`config.mk`:
```
export PLATFORM = sky130hd
export DESIGN_NAME = alu_seq_ctrl_flat
export DESIGN_NICKNAME = d
export VERILOG_FILES = /design/src/rtl/alu_seq_ctrl_if.sv /design/src/rtl/alu_seq_ctrl.sv /design/src/flat_wrapper.sv
export SDC_FILE = /design/constraint.sdc
export NUM_CORES = 1
export LEC_CHECK = 0
export CELL_PAD_IN_SITES_DETAIL_PLACEMENT = 1
export CELL_PAD_IN_SITES_GLOBAL_PLACEMENT = 1
export CORE_MARGIN = 4
export CORE_UTILIZATION = 33
export CTS_BUF_LIST = sky130_fd_sc_hd__clkbuf_4 sky130_fd_sc_hd__clkbuf_8
export CTS_CLUSTER_SIZE = 8
export DETAILED_ROUTE_END_ITERATION = 12
export PLACE_DENSITY = 0.88
export SYNTH_ARGS = -nofsm -noshare
export SYNTH_HDL_FRONTEND = slang
export SYNTH_SLANG_ARGS = --single-unit
```
`constraint.sdc`:
```
create_clock -name clk -period 6.54 [get_ports clk]
set_clock_uncertainty 0.2 [all_clocks]
set_input_delay 1.962 -clock clk [delete_from_list [all_inputs] [get_ports clk]]
set_output_delay 1.962 -clock clk [all_outputs]
set_load 0.05 [all_outputs]
```
`src/rtl/alu_seq_ctrl_if.sv`:
```
// Instruction handshake channel between an instruction source and the
// alu_seq_ctrl sequencer.
//
// Handshake: a transfer happens on a rising clock edge where instr_valid and
// instr_ready are both high. The source holds instr stable while instr_valid
// is high and instr_ready is low. The sink asserts instr_ready only when it
// can take a new word. After a transfer the source may drop instr_valid or
// change instr immediately.
//
// Signals:
//   instr_valid  source -> sink  instr holds an instruction
//   instr_ready  sink -> source  sink can accept this cycle
//   instr        source -> sink  32-bit RISC-V instruction word
interface alu_seq_ctrl_if;
  logic        instr_valid;
  logic        instr_ready;
  logic [31:0] instr;

  modport master (
    output instr_valid,
    output instr,
    input  instr_ready
  );

  modport slave (
    input  instr_valid,
    input  instr,
    output instr_ready
  );
endinterface

```
`src/rtl/alu_seq_ctrl.sv`:
```
// alu_seq_ctrl: multi-cycle sequencer for a single-cycle RISC-V ALU.
// It accepts one instruction per handshake and decodes the R-type and I-type
// ALU ops ADD/SUB/AND/OR/ADDI/ANDI/ORI. It drives the ALU controls and the
// register-file ports, then writes the result back.
// Sequence: IDLE -> DECODE -> EXEC -> WB -> IDLE. An unsupported instruction
// goes DECODE -> IDLE with a one-cycle illegal pulse.
//
// Optional feature macro: ALU_SEQ_BEQ_EN
//   When defined, BEQ (opcode 1100011, f3=000) is decoded as SUB and reports
//   branch_valid/branch_taken in WB. When undefined, those ports are absent
//   and BEQ is illegal.
//
// Ports:
//   clk, rst            clock (rising edge), async active-high reset
//   ibus (slave)        instr_valid / instr_ready / instr handshake
//   rs1_addr, rs2_addr  regfile read addresses (instr[19:15], instr[24:20])
//   alu_ctl             ALU op: 0000 AND, 0001 OR, 0010 ADD, 0110 SUB
//   alu_src             1 = ALU second operand is alu_imm
//   alu_imm             sign-extended instr[31:20] (0 for R-type)
//   alu_result          combinational ALU result
//   alu_zero            ALU zero flag (used only for BEQ)
//   rd_addr, rd_we      regfile write address / one-cycle write pulse
//   rd_wdata            registered ALU result
//   done                one-cycle pulse when an instruction retires
//   illegal             one-cycle pulse when an instruction is dropped
//   retired_cnt         retired-instruction counter, wraps silently
//   branch_valid/taken  (ALU_SEQ_BEQ_EN only) BEQ outcome in WB
//   dbg_state           current FSM state (0 IDLE,1 DECODE,2 EXEC,3 WB)
module alu_seq_ctrl #(
  parameter int XLEN  = 32,
  parameter int RA_W  = 5,
  parameter int CNT_W = 16
) (
  input  logic             clk,
  input  logic             rst,
  alu_seq_ctrl_if.slave    ibus,
  output logic [RA_W-1:0]  rs1_addr,
  output logic [RA_W-1:0]  rs2_addr,
  output logic [3:0]       alu_ctl,
  output logic             alu_src,
  output logic [XLEN-1:0]  alu_imm,
  input  logic [XLEN-1:0]  alu_result,
  input  logic             alu_zero,
  output logic [RA_W-1:0]  rd_addr,
  output logic             rd_we,
  output logic [XLEN-1:0]  rd_wdata,
  output logic             done,
  output logic             illegal,
  output logic [CNT_W-1:0] retired_cnt,
`ifdef ALU_SEQ_BEQ_EN
  output logic             branch_valid,
  output logic             branch_taken,
`endif
  output logic [1:0]       dbg_state
);

  typedef enum logic [1:0] {
    S_IDLE   = 2'd0,
    S_DECODE = 2'd1,
    S_EXEC   = 2'd2,
    S_WB     = 2'd3
  } state_t;

  localparam logic [3:0] CTL_AND = 4'b0000;
  localparam logic [3:0] CTL_OR  = 4'b0001;
  localparam logic [3:0] CTL_ADD = 4'b0010;
  localparam logic [3:0] CTL_SUB = 4'b0110;

  localparam logic [6:0] OP_R   = 7'b0110011;
  localparam logic [6:0] OP_I   = 7'b0010011;
  localparam logic [6:0] OP_BEQ = 7'b1100011;

  state_t state;

  // Decode works directly on the incoming word so that the registered
  // controls (and the illegal pulse) are already valid during DECODE.
  logic [6:0]      opcode;
  logic [2:0]      funct3;
  logic [6:0]      funct7;
  logic            dec_ok;
  logic            dec_br;
  logic [3:0]      dec_ctl;
  logic            dec_src;
  logic [XLEN-1:0] dec_imm;

  assign opcode = ibus.instr[6:0];
  assign funct3 = ibus.instr[14:12];
  assign funct7 = ibus.instr[31:25];

  always_comb begin
    dec_ok  = 1'b0;
    dec_br  = 1'b0;
    dec_ctl = CTL_AND;
    dec_src = 1'b0;
    dec_imm = '0;
    if (opcode == OP_R) begin
      if (funct3 == 3'b000 && funct7 == 7'b0000000) begin
        dec_ok = 1'b1; dec_ctl = CTL_ADD;
      end else if (funct3 == 3'b000 && funct7 == 7'b0100000) begin
        dec_ok = 1'b1; dec_ctl = CTL_SUB;
      end else if (funct3 == 3'b111 && funct7 == 7'b0000000) begin
        dec_ok = 1'b1; dec_ctl = CTL_AND;
      end else if (funct3 == 3'b110 && funct7 == 7'b0000000) begin
        dec_ok = 1'b1; dec_ctl = CTL_OR;
      end
    end else if (opcode == OP_I) begin
      dec_src = 1'b1;
      dec_imm = {{(XLEN-12){ibus.instr[31]}}, ibus.instr[31:20]};
      if (funct3 == 3'b000) begin
        dec_ok = 1'b1; dec_ctl = CTL_ADD;
      end else if (funct3 == 3'b111) begin
        dec_ok = 1'b1; dec_ctl = CTL_AND;
      end else if (funct3 == 3'b110) begin
        dec_ok = 1'b1; dec_ctl = CTL_OR;
      end
    end
`ifdef ALU_SEQ_BEQ_EN
    else if (opcode == OP_BEQ && funct3 == 3'b000) begin
      dec_ok  = 1'b1;
      dec_br  = 1'b1;
      dec_ctl = CTL_SUB;
    end
`endif
    // An illegal word leaves every ALU control at its neutral value.
    if (!dec_ok) begin
      dec_br  = 1'b0;
      dec_ctl = CTL_AND;
      dec_src = 1'b0;
      dec_imm = '0;
    end
  end

  // Branch bookkeeping only matters when BEQ is supported.
  logic is_br;
`ifdef ALU_SEQ_BEQ_EN
  logic br_q;
  assign is_br = br_q;
`else
  logic unused_beq;
  assign is_br      = 1'b0;
  assign unused_beq = alu_zero ^ dec_br;
`endif

  always_ff @(posedge clk or posedge rst) begin
    if (rst) begin
      state            <= S_IDLE;
      ibus.instr_ready <= 1'b1;
      rs1_addr         <= '0;
      rs2_addr         <= '0;
      alu_ctl          <= CTL_AND;
      alu_src          <= 1'b0;
      alu_imm          <= '0;
      rd_addr          <= '0;
      rd_we            <= 1'b0;
      rd_wdata         <= '0;
      done             <= 1'b0;
      illegal          <= 1'b0;
      retired_cnt      <= '0;
`ifdef ALU_SEQ_BEQ_EN
      br_q             <= 1'b0;
      branch_valid     <= 1'b0;
      branch_taken     <= 1'b0;
`endif
    end else begin
      case (state)
        S_IDLE: begin
          if (ibus.instr_valid && ibus.instr_ready) begin
            state            <= S_DECODE;
            ibus.instr_ready <= 1'b0;
            rs1_addr         <= ibus.instr[19:15];
            rs2_addr         <= ibus.instr[24:20];
            rd_addr          <= ibus.instr[11:7];
            alu_ctl          <= dec_ctl;
            alu_src          <= dec_src;
            alu_imm          <= dec_imm;
            illegal          <= !dec_ok;
`ifdef ALU_SEQ_BEQ_EN
            br_q             <= dec_br;
`endif
          end
        end
        S_DECODE: begin
          illegal <= 1'b0;
          if (illegal) begin
            state            <= S_IDLE;
            ibus.instr_ready <= 1'b1;
          end else begin
            state <= S_EXEC;
          end
        end
        S_EXEC: begin
          state    <= S_WB;
          rd_wdata <= alu_result;
          // Writes to x0 (and branches) run the full sequence without a write.
          rd_we    <= (rd_addr != '0) && !is_br;
          done     <= 1'b1;
`ifdef ALU_SEQ_BEQ_EN
          branch_valid <= br_q;
          branch_taken <= br_q && alu_zero;
`endif
        end
        S_WB: begin
          state            <= S_IDLE;
          ibus.instr_ready <= 1'b1;
          rd_we            <= 1'b0;
          done             <= 1'b0;
          retired_cnt      <= retired_cnt + CNT_W'(1);
`ifdef ALU_SEQ_BEQ_EN
          branch_valid     <= 1'b0;
          branch_taken     <= 1'b0;
`endif
        end
        default: begin
          state            <= S_IDLE;
          ibus.instr_ready <= 1'b1;
        end
      endcase
    end
  end

  assign dbg_state = state;

endmodule
```
`src/flat_wrapper.sv`:
```
// flat-port wrapper written by rule: the top's interface ports become plain ports
module alu_seq_ctrl_flat 
#(
  parameter int XLEN  = 32,
  parameter int RA_W  = 5,
  parameter int CNT_W = 16
)
  (clk, rst, rs1_addr, rs2_addr, alu_ctl, alu_src, alu_imm, alu_result, alu_zero, rd_addr, rd_we, rd_wdata, done, illegal, retired_cnt, dbg_state, ibus_instr_valid, ibus_instr, ibus_instr_ready);
  alu_seq_ctrl_if ibus_i ();
  input  logic clk;
  input  logic rst;
  output logic [RA_W-1:0] rs1_addr;
  output logic [RA_W-1:0] rs2_addr;
  output logic [3:0] alu_ctl;
  output logic alu_src;
  output logic [XLEN-1:0] alu_imm;
  input  logic [XLEN-1:0] alu_result;
  input  logic alu_zero;
  output logic [RA_W-1:0] rd_addr;
  output logic rd_we;
  output logic [XLEN-1:0] rd_wdata;
  output logic done;
  output logic illegal;
  output logic [CNT_W-1:0] retired_cnt;
  output logic [1:0] dbg_state;
  input wire logic [$bits(ibus_i.instr_valid)-1:0] ibus_instr_valid;
  input wire logic [$bits(ibus_i.instr)-1:0] ibus_instr;
  output wire logic [$bits(ibus_i.instr_ready)-1:0] ibus_instr_ready;
  assign ibus_i.instr_valid = ibus_instr_valid;
  assign ibus_i.instr = ibus_instr;
  assign ibus_instr_ready = ibus_i.instr_ready;
  alu_seq_ctrl #(.XLEN(XLEN), .RA_W(RA_W), .CNT_W(CNT_W)) u_core (.clk(clk), .rst(rst), .ibus(ibus_i), .rs1_addr(rs1_addr), .rs2_addr(rs2_addr), .alu_ctl(alu_ctl), .alu_src(alu_src), .alu_imm(alu_imm), .alu_result(alu_result), .alu_zero(alu_zero), .rd_addr(rd_addr), .rd_we(rd_we), .rd_wdata(rd_wdata), .done(done), .illegal(illegal), .retired_cnt(retired_cnt), .dbg_state(dbg_state));
endmodule
```
==> results of run 1 <==
worst paths after layout:
check | cells after the start | end | startpoint
max in group asynchronous | 3 | u_core.ibus.instr_ready | rst
min | 2 | u_core.rd_wdata[1] | u_core.rd_wdata[1]
max | 1 | alu_imm[23] | u_core.alu_imm[30]
min reg2reg | 2 | u_core.rd_wdata[1] | u_core.rd_wdata[1]
max reg2reg | 4 | u_core.alu_ctl[2] | flip-flop
min in group asynchronous | 2 | u_core.retired_cnt[13] | rst
power groups by stage:
stage | clock, uW | sequential [uW] | combinational [uW]
4_1_cts | 397 | 834 | 1390
3_5_place_dp | 0 | 843 | 1380
6_report | 383 | 832 | 1370
2_1_floorplan | 0 | 1410 | 306
5_1_grt | 418 | 862 | 1450
3_3_place_gp | 0 | 830 | 1350
logic make-up after synthesis:
| group | after synthesis |
|---|---|
| AND/OR/NAND/NOR | 210 |
| flip-flops | 85 |
| buffers and inverters | 42 |
| AO/OA/AOI/OAI | 28 |
| XOR/XNOR | 15 |
| multiplexers | 2 |
| adder cells (fa/ha/maj) | 1 |
| other | 1 |
layout make-up:
cell class / instances / area [sq um] / area share
sequential: 85 / 2130 / 0.387
multi-input combinational: 257 / 1250 / 0.228
clock inverter: 4 / 47.5 / 0.00863
timing repair buffer: 174 / 1730 / 0.315
tap: 140 / 175 / 0.0318
clock buffer: 11 / 151 / 0.0275
inverter: 4 / 16.3 / 0.00295
routing by layer:
layer,vias up,global-route usage,wire length [um]
met3,18,0.0513,719
met1,1512,0.204,4350
met4,0,0.0713,258
met5,-,0,0
li1,1489,-,-
met2,102,0.301,5640
metrics by stage:
step	setup WS (ns)	hold WS, ns	cells
finish	2.39	0.283	675
floorplan	2.19	0.393	384
global placement	2.59	0.257	660
detailed placement	2.57	0.265	660
CTS	2.35	0.287	675
global route	2.22	0.305	675
flip-flops by register name (all words and copies together), names as in the netlist, named ones only:
signal and flops:
u_core.alu_ctl 3, u_core.alu_imm 12, u_core.alu_src 1, u_core.dbg_state 1, u_core.done 1, u_core.ibus.instr_ready 1, u_core.illegal 1, u_core.rd_addr 5
u_core.rd_wdata 32, u_core.rd_we 1, u_core.retired_cnt 16, u_core.rs1_addr 5, u_core.rs2_addr 5
cell usage in the layout, fill, tap and decap left out, drive strengths merged, types with 4 or more instances in the layout:
cell type / netlist / final
a21oi: 5 / 5
clkbuf: 13 / 11
clkdlybuf4s50: 0 / 171
dfrtp: 84 / 84
nand2: 171 / 171
nand3: 9 / 9
nand4: 4 / 4
nor2: 8 / 8
nor4: 4 / 4
o21ai: 18 / 18
xnor2: 10 / 10
xor2: 5 / 5
==> flow_summary.ini, run 1 <==
[run_status]
status = completed

[placement]
post-dp-hpwl_um = 8240
globalplace.congestion = 0.761
placed_area_sq_um = 5310
port_buffers = 171

[clocking]
cts_setup_buffers = 0
cts_made_buffers = 9
cts_tree = built
htreeDepth = 3
cts.reportedPaths.clkPinSlew_ns = 0.09
clock-sinks = 85
cts_hold_buffers = 0
ctsRootBufferMaster = clkbuf_8
cts.path.max_buffers = 2
clock_latency_ns = 0.35
ctsResizeCount = 0

[hold_path]
hp-class = reg2reg

[die]
io_pins = 174
dieArea_sq_um = 12700
coreArea_sq_um = 10800
die_w_um = 113
start_util = 0.336
die_y_um = 113
rows = 38

[synth]
yosys.area.top_type = dfrtp_1
syn_nets = 453
synthCells = 384
netlist.area_leader.share = 0.580
synth_most_common_cell = nand2_1
synth_cell_types = 35
synthTopCellsByCount = 171 x nand2_1, 84 x dfrtp_1, 21 x buf_4
synth_ff_type = dfrtp_1
async_reset_ff_frac = 1.00
synth_compound_area_frac = 0.0528
synthSimpleGateAreaFrac = 0.245
synth_top_family_by_area = simple AND/OR/NAND/NOR gates
seq_area_frac_synth = 0.587
synthMuxAreaShare = 0.00621
synth_area_sq_um = 3630
synth_edf_count = 0
synth.area.top_cells = dfrtp_1 58%, nand2_1 18%, buf_4 4.3%
synth.avg_cell_area_sq_um = 9.45
ys_warn_count = 0
yosys.area_share.xor_xnor = 0.0362
synthAdderAreaFrac = 0.00345
ys_ff_latch = 85

[pwr]
p_total_uw = 2580
switching_power_uw = 1260
powerDensity_nw_per_um2 = 469
intPower_uw = 1330
swShare = 0.486
pwr-share-comb = 0.529
seqPwrFrac = 0.322
irDropWorstVdd_uv = 247
pwr-share-clk = 0.148
p_leak_uw = 0.00249

[grt]
grt_usage = 0.175
grt_max_degree = 54
grt_pass1_wl_um = 17900
grt_pass1_vias = 3444
grt_remaining_overflow = 0
antenna_found_initial = 0

[detailed_routing]
via_per_inst = 4.62
postRouteAntennaNets = 0
drcViolationCount = 0
drt_iter0_markers = 189
firstDrtPassIters = 4
avgRoutedWirePerCell_um = 16.3
vias = 3121
totalWireLength_um = 11000

[worst_setup_path]
critPathSlowestCell = clkdlybuf4s50_1
crit_buf_inv = 1
cp_max_fo = 22
critPathLaunchType = flip-flop
crit_path_end_kind = primary output
path_delay_family = buffers and inverters
cp.required_ns = 4.38
reg2reg_slack_ns = 4.27
critical_path.max_stage_delay_ns = 0.93
critPathKind = reg2out
cp_data_arrival_time_ns = 1.99
crit_chain = clkdlybuf4s50_1

[cells_and_area]
fill_cells = 1231
stdcell_area_sq_um = 5510
syn_to_final_growth_pct = 51.8
n_antenna_cell = 0
final_core_util = 0.510
layout-drive-gt1-share = 0.0710
fin_nets = 600

[timing]
slew_headroom = 0.141
slew_violations = 0
min_period_ns = 4.15
hold_violations = 0
fmax_mhz = 241
tns_ns = 0
tightest_slew_ns = 1.28
finalCritPeriodShare = 0.635
rsz0062_at_grt = no
finalSetupViolations = 0

[run]
drv_cap = 0
Note: power is estimated with default switching activity, not from simulation.
==> run 2, diff against run 1 <==
Settings changed: CORE_UTILIZATION 33 to 30, PLACE_DENSITY 0.88 to 0.81.
Clock period 6.54 ns to 4.2 ns, I/O delays scaled along.
==> flow_summary.ini, run 2 (same netlist as run 1, synthesis figures left out) <==
[run_status]
status = completed

[worst_setup_path]
rr_startpoint = u_core.dbg_state[0]
rr_worst_depth = 4
crit_path_end_kind = primary output
crit_buf_inv = 1
critPathLaunchType = flip-flop
timing.rr.end = u_core.alu_ctl[0]
cp_max_fo = 22
critical_path.max_stage_delay_ns = 0.93
critPathSlowestCell = clkdlybuf4s50_1
path_delay_family = buffers and inverters
crit_chain = clkdlybuf4s50_1
reg2reg_slack_ns = 1.93
cp.required_ns = 2.74
critPathKind = reg2out
cp_data_arrival_time_ns = 1.98

[clocking]
cts_hold_buffers = 0
cts_tree = built
cts_setup_buffers = 0
cts.path.max_buffers = 2
clock-sinks = 85
htreeDepth = 3
ctsResizeCount = 0
ctsRootBufferMaster = clkbuf_8
cts.reportedPaths.clkPinSlew_ns = 0.08
cts_made_buffers = 9
clock_latency_ns = 0.35

[cells_and_area]
fin_nets = 602
largestRegisters = u_core.rd_wdata x32, u_core.retired_cnt x16, u_core.alu_imm x12
largest_reg_flops = 32
n_antenna_cell = 0
layout-drive-gt1-share = 0.0762
fill_cells = 1366
final_cells = 681
syn_to_final_growth_pct = 53.1
final_cell_mix = 171 x nand2_1, 171 x clkdlybuf4s50_1, 84 x dfrtp_1
regMostFlops = u_core.rd_wdata

[pwr]
powerDensity_nw_per_um2 = 733
irDropWorstVdd_uv = 382
p_total_uw = 4070
p_leak_uw = 0.00252

[timing]
tns_ns = 0
finalCritPeriodShare = 0.820
tightest_slew_ns = 0.769
min_period_ns = 3.44
fmax_mhz = 290
slew_headroom = 0.486
slew_violations = 0
rsz0062_at_grt = no
worst_slack_ns = 0.755
holdWs_ns = 0.274
hold_violations = 0
finalSetupViolations = 0

[placement]
dp_slack_ns = 0.909
place_inst = 665
post-dp-hpwl_um = 8260
globalplace.congestion = 0.760
port_buffers = 171

[detailed_routing]
postRouteAntennaNets = 0
drt_iter0_markers = 149
via_per_inst = 4.62
drcViolationCount = 0
firstDrtPassIters = 2
totalWireLength_um = 10900
avgRoutedWirePerCell_um = 16.0
vias = 3146

[grt]
grt_pass1_wl_um = 17600
antenna_found_initial = 0
grt_max_degree = 36
grt_usage = 0.158
grt_pass1_vias = 3415
grt_remaining_overflow = 0

[hold_path]
hold_end = u_core.retired_cnt[15]
hp-class = reg2reg
whs_path_depth = 1
worstHoldStart = u_core.retired_cnt[15]

[die]
coreArea_sq_um = 11600
die_w_um = 118
start_util = 0.312
die_y_um = 118
dieArea_sq_um = 13900
io_pins = 174
rows = 39

[run]
drv_cap = 0
-- run 2: changes by cell type in the layout (fill, tap and decap cells not counted) --
| cell | before | now |
|---|---|---|
| nor2b_4 | 0 | 1 |
| clkinvlp_4 | 1 | 0 |
| bufinv_16 | 1 | 2 |
| clkinv_4 | 0 | 1 |
| clkinv_2 | 3 | 2 |
| clkbuf_8 | 11 | 9 |
| nor2b_2 | 1 | 0 |
| buf_4 | 3 | 5 |
| clkbuf_4 | 0 | 3 |
-- run 2: where the power goes --
part	switching, uW	total [uW]	internal [uW]
clock	287	643	356
sequential	199	1290	1090
combinational	1460	2140	680
total	1940	4070	2130
-- run 2: worst max-delay path by stage --
stage,startpoint,end,slack (ns),depth (start not counted)
after detailed placement,ibus_instr_valid,u_core.alu_imm[7],0.91,5
after global placement,ibus_instr_valid,u_core.alu_imm[1],0.98,5
final,u_core.alu_imm[30],alu_imm[23],0.76,1
after global routing,u_core.alu_imm[30],alu_imm[29],0.61,1
after floorplan,rst,async pin,0.55,1
after CTS,u_core.alu_imm[30],alu_imm[23],0.71,1
-- run 2: layer usage --
metal	share of wire	up-vias	global-route usage
li1	-	1500	-
met1	0.38	1541	0.172
met2	0.52	86	0.277
met3	0.069	19	0.0615
met4	0.023	0	0.0579
met5	0	-	0
-- run 2: layout make-up --
class | count | area, sq um | share of cell area
tap | 143 | 179 | 0.0322
inverter | 4 | 16.3 | 0.00293
clock inverter | 4 | 73.8 | 0.0133
sequential | 85 | 2130 | 0.383
multi-input combinational | 257 | 1260 | 0.227
timing repair buffer | 176 | 1750 | 0.315
clock buffer | 12 | 146 | 0.0264
-- run 2: per-stage QoR --
stage / utilization / area (sq um)
final: 0.478 / 5550
after detailed placement: 0.459 / 5330
after global placement: 0.459 / 5330
after CTS: 0.478 / 5550
after floorplan: - / 3630
after global routing: 0.478 / 5550
